===== src/rtl/adc_pulse_trigger.sv =====
// Per-channel trigger front end. It detects rising threshold crossings, timestamps them,
// searches a window for the peak and hands one event downstream over valid/ready.
module adc_pulse_trigger #(
  parameter int DATA_W = 14,
  parameter int TS_W   = 48,
  parameter int WIN_W  = 8
) (
  input  logic              clk,
  input  logic              rst_n,
  input  logic              enable,
  input  logic [DATA_W-1:0] adc_data,
  input  logic              adc_valid,
  input  logic [DATA_W-1:0] thresh,
  input  logic [WIN_W-1:0]  peak_win,
  input  logic [WIN_W-1:0]  holdoff,
  output logic              evt_valid,
  input  logic              evt_ready,
  output logic [TS_W-1:0]   evt_ts,
  output logic [DATA_W-1:0] evt_peak,
  output logic [15:0]       drop_cnt,
  output logic              busy
);

  typedef enum logic [1:0] {IDLE, SEARCH, HOLDOFF} state_t;

  state_t            state, state_nxt, close_state;
  logic [TS_W-1:0]   ts_cnt, cand_ts, cand_ts_nxt, close_ts;
  logic [DATA_W-1:0] prev, cand_peak, cand_peak_nxt, close_peak, peak_max;
  logic [WIN_W-1:0]  win_cnt, win_cnt_nxt, ho_cnt, ho_cnt_nxt;
  logic              crossing, close, slot_free;

  assign crossing    = adc_valid && (adc_data >= thresh) && (prev < thresh);
  assign peak_max    = (adc_data > cand_peak) ? adc_data : cand_peak;
  assign close_state = (holdoff == '0) ? IDLE : HOLDOFF;
  assign slot_free   = !evt_valid || evt_ready;
  assign busy        = (state != IDLE);

  // The timestamp and the previous-sample history keep running in every state and
  // regardless of enable. prev resets to all-ones so the first sample cannot trigger.
  always_ff @(posedge clk or negedge rst_n) begin
    if (!rst_n) begin
      ts_cnt <= '0;
      prev   <= '1;
    end else begin
      // NOTE: sequential state uses non-blocking assignments so every register samples pre-edge values.
      ts_cnt <= ts_cnt + TS_W'(1);
      if (adc_valid) prev <= adc_data;
    end
  end

  always_ff @(posedge clk or negedge rst_n) begin
    if (!rst_n) begin
      state     <= IDLE;
      cand_ts   <= '0;
      cand_peak <= '0;
      win_cnt   <= '0;
      ho_cnt    <= '0;
    end else begin
      state     <= state_nxt;
      cand_ts   <= cand_ts_nxt;
      cand_peak <= cand_peak_nxt;
      win_cnt   <= win_cnt_nxt;
      ho_cnt    <= ho_cnt_nxt;
    end
  end

  always_comb begin
    // NOTE: every combinational output gets a default first, so no path can infer a latch.
    state_nxt     = state;
    cand_ts_nxt   = cand_ts;
    cand_peak_nxt = cand_peak;
    win_cnt_nxt   = win_cnt;
    ho_cnt_nxt    = ho_cnt;
    close         = 1'b0;
    close_ts      = cand_ts;
    close_peak    = cand_peak;

    if (!enable) begin
      state_nxt = IDLE;
    end else begin
      case (state)
        IDLE: begin
          if (crossing) begin
            cand_ts_nxt   = ts_cnt;
            cand_peak_nxt = adc_data;
            win_cnt_nxt   = peak_win;
            if (peak_win == '0) begin
              // A zero-length window closes the event on the crossing sample itself.
              close      = 1'b1;
              close_ts   = ts_cnt;
              close_peak = adc_data;
              ho_cnt_nxt = holdoff;
              state_nxt  = close_state;
            end else begin
              state_nxt = SEARCH;
            end
          end
        end
        SEARCH: begin
          if (adc_valid) begin
            cand_peak_nxt = peak_max;
            win_cnt_nxt   = win_cnt - WIN_W'(1);
            if (win_cnt == WIN_W'(1)) begin
              close      = 1'b1;
              close_peak = peak_max;
              ho_cnt_nxt = holdoff;
              state_nxt  = close_state;
            end
          end
        end
        HOLDOFF: begin
          if (adc_valid) begin
            ho_cnt_nxt = ho_cnt - WIN_W'(1);
            if (ho_cnt == WIN_W'(1)) state_nxt = IDLE;
          end
        end
        default: state_nxt = IDLE;
      endcase
    end
  end

  // One-deep output slot; a close that finds it occupied is counted and discarded.
  always_ff @(posedge clk or negedge rst_n) begin
    if (!rst_n) begin
      evt_valid <= 1'b0;
      evt_ts    <= '0;
      evt_peak  <= '0;
      drop_cnt  <= '0;
    end else begin
      if (close && slot_free) begin
        evt_valid <= 1'b1;
        evt_ts    <= close_ts;
        evt_peak  <= close_peak;
      end else if (evt_valid && evt_ready) begin
        evt_valid <= 1'b0;
      end
      if (close && !slot_free && (drop_cnt != 16'hFFFF)) drop_cnt <= drop_cnt + 16'd1;
    end
  end

endmodule


===== config.mk =====
export PLATFORM = sky130hd
export DESIGN_NAME = adc_pulse_trigger
export DESIGN_NICKNAME = d
export VERILOG_FILES = /design/src/rtl/adc_pulse_trigger.sv
export SDC_FILE = /design/constraint.sdc
export NUM_CORES = 1
export LEC_CHECK = 0
export ABC_AREA = 1
export CORE_ASPECT_RATIO = 1.4
export CORE_UTILIZATION = 30
export CTS_BUF_LIST = sky130_fd_sc_hd__clkbuf_4 sky130_fd_sc_hd__clkbuf_8
export CTS_CLUSTER_SIZE = 28
export DETAILED_ROUTE_END_ITERATION = 12
export GPL_TIMING_DRIVEN = 0
export SETUP_SLACK_MARGIN = 0.1
export SLEW_MARGIN = 15
export SYNTH_ARGS = -nofsm -noshare
export SYNTH_HDL_FRONTEND = slang
export SYNTH_SLANG_ARGS = --single-unit

===== constraint.sdc =====
create_clock -name clk -period 5.5 [get_ports clk]
set_input_delay 0.825 -clock clk [delete_from_list [all_inputs] [get_ports clk]]
set_output_delay 0.825 -clock clk [all_outputs]
set_load 0.01 [all_outputs]

==> run metrics <==
P&R area growth vs syn 22.8%; status finished, final reports clean; Syn. warnings 0; NetSw 0.00148 W; Syn Area/Cell 7.55 µm²; die height roughly 240 µm; P_int ~0.003 W; Async SR Flop Fraction 100%; Clk Latency, worst-skew pair between 0.5 and 0.6 ns; DRC viols 0; period utilisation layout between 60% and 70%; Rows between 80 and 90; post-CTS sizing 0; grt ovf 0; Static Leak approximately 7.4 nW; CTS tree yes; synthesized area 0.0124 mm²; final net count 1,905; Initial Util between 30% and 40%; drt first pass iters 5; vias post-DR 11,325; Num CTS Buffers 39; Seq pwr share 42.2%; CP Class in -> reg; clk_skew 0.0224 ns; Vias per Instance 4.77; Comb power frac between 20% and 30%; VDD IR max about 140 µV; Synth Instances 1,639; layout cells sized above 1 about 7.8%; buffer depth of the longest clock path 3; Iter 0 DRT Violations 670; max cap viols 0; largest net degree at the start of global routing approximately 100; final HPWL from detailed placement 27,600 µm; Placer Congestion 0.964; vias in the first global route approximately 11,000; H-tree depth 2; Slew Limit Headroom between 30% and 40%; Tot Pwr approximately 0.0046 W; Clk pwr share approximately a third; Detail Route Antenna Nets 0; post-route setup TNS 0 ns; DIE WIDTH around 170 µm; switching share of power around 33%; EDFF count, synth 0; Cells after DPL around 2,300; Area contributors post-synth dfrtp_1 42%, nand2_1 17%, o21ai_0 6.0%; # IOs 129; Slew Limit Fails 0; Clock Pin Slew Worst Setup and Hold Paths ~0.060 ns; setup violators final 0; Critical Path Start Type primary input; crit path DAT a little under 4 ns; count of state elements after synthesis roughly 220; top achievable clock speed roughly 290 MHz; post-CTS setup buffers 0; Die ar. approximately 0.042 mm²; Fin. Hold Viols 0; Final Util roughly 38%; Worst Tran Pin Value about 0.98 ns; unrepaired setup endpoints after global routing no; Total GRT Usage between 10% and 20%; syn_nets roughly 1,700; CTS Hold Buffers Added 0; Yosys top cell area share 41.8%; I/O Buffers roughly 130; core area a little over 0.04 mm²; first-pass GRT wire length ~60,000 µm; CTS root buf clkbuf_8; fin cells roughly 2,400; leading area contributor after synthesis dfrtp_1; ANT cells 0; ys flop type dfrtp_1; Avg WL per Cell between 15 and 20 µm; Hold Crit Class in -> async; total routed wirelength approximately 37,000 µm; WP data required 5.94 ns; pwr dens 300 mW/mm²; fin crit period between 3 and 4 ns; crit path capture type register; Sink Count approximately 220; highest net fanout along the worst path 10; number of unique standard cell types used by synthesis 37; initial antenna violation count 0; Seq/Total Area, Yosys 44.8%
[cell usage after synthesis, types with 2 or more instances]
| master | n |
|---|---|
| o21bai_1 | 7 |
| dfrtp_1 | 207 |
| xor2_1 | 44 |
| nor4_1 | 14 |
| clkbuf_1 | 34 |
| nand3b_1 | 3 |
| dfstp_2 | 14 |
| o21ai_1 | 6 |
| nor2_2 | 8 |
| nor3_2 | 3 |
| a31oi_1 | 3 |
| inv_2 | 6 |
| buf_2 | 22 |
| nand3_1 | 110 |
| nor3_1 | 24 |
| inv_1 | 178 |
| nand4_1 | 43 |
| o21ai_0 | 148 |
| ha_1 | 47 |
| xnor2_1 | 16 |
| nor2_1 | 90 |
| buf_6 | 5 |
| nand2_1 | 549 |
| buf_4 | 5 |
| a21oi_1 | 40 |
| nand2_2 | 2 |
[final cells by class]
cell class | instances | area (µm²)
Fill cell | 4242 | 25300
Multi-Input combinational cell | 1167 | 5800
Sequential cell | 221 | 5550
Timing Repair Buffer | 129 | 1330
Clock buffer | 64 | 781
Inverter | 185 | 694
Tap cell | 534 | 668
Buffer | 66 | 332
Clock inverter | 7 | 41.3
[cell usage in the layout, fill, tap and decap left out, types with 44 or more instances in the layout]
cell type        instances
inv_1                  178
ha_1                    47
o21ai_0                148
clkbuf_8                48
xor2_1                  44
nand2_1                549
nand3_1                110
nor2_1                  90
clkdlybuf4s50_1        126
dfrtp_1                207
[power by group through the flow]
stage          clock (W)  combinational [W]  sequential, W
6_report         0.00160            0.00103        0.00192
2_1_floorplan          0           0.000663        0.00193
3_5_place_dp           0            0.00103        0.00195
5_1_grt          0.00173            0.00118        0.00195
4_1_cts          0.00166            0.00103        0.00192
3_3_place_gp           0            0.00100        0.00195
[critical path, stage by stage]
cell and delay (ns):
clkdlybuf4s50_1 0.46, inv_1 0.05, ha_1 0.30, nand2_1 0.09
inv_1 0.04, a21oi_1 0.15, nand2_1 0.14, nand2_1 0.09
nand2_1 0.05, nand2_1 0.34, nand3_2 0.24, nor2_2 0.38
buf_4 0.26, buf_4 0.20, o21ai_0 0.14, nand2_1 0.13
nand2_1 0.05
[kinds of logic after synthesis]
group | synth area share, %
adder cells (fa/ha/maj) | 4.75
AO/OA/AOI/OAI | 8.89
flip-flops | 44.8
buffers and inverters | 8.29
AND/OR/NAND/NOR | 29.0
XOR/XNOR | 4.25
[final timing paths]
path | start | end | slack (ns) | cells after the start
min in group clk | evt_ts[46] | evt_ts[46] | 0.47 | 2
max | thresh[5] | evt_ts[28] | 2.00 | 17
min reg2reg | evt_ts[46] | evt_ts[46] | 0.47 | 2
min | rst_n | win_cnt[3] | 0.19 | 1
max reg2reg | prev[5] | evt_ts[28] | 2.32 | 15
max in group asynchronous | rst_n | cand_ts[38] | 4.08 | 3
[state kept, by name (all words and copies together) (netlist names)]
signal / cells
cand_peak: 14
cand_ts: 48
drop_cnt: 16
evt_peak: 14
evt_ts: 48
evt_valid: 1
ho_cnt: 8
prev: 14
state: 2
ts_cnt: 48
win_cnt: 8
[through the flow]
step / setup WS (ns) / instance area [µm²] / hold WS [ns]
after floorplan: 2.79 / 12400 / 0.442
after global placement: -6.18 / 14300 / 0.456
after detailed placement: 1.48 / 14400 / 0.461
after CTS: 2.07 / 15200 / 0.189
after global routing: 1.83 / 15200 / 0.201
final: 2.00 / 15200 / 0.187
[per-layer routing]
metal / part of all wire (%) / GRT usage, %
met5: 0 / 0
met2: 51 / 32.4
met1: 40 / 20.3
met3: 4.9 / 2.92
met4: 4.3 / 8.08
Note: power is estimated with default switching activity, not from simulation.
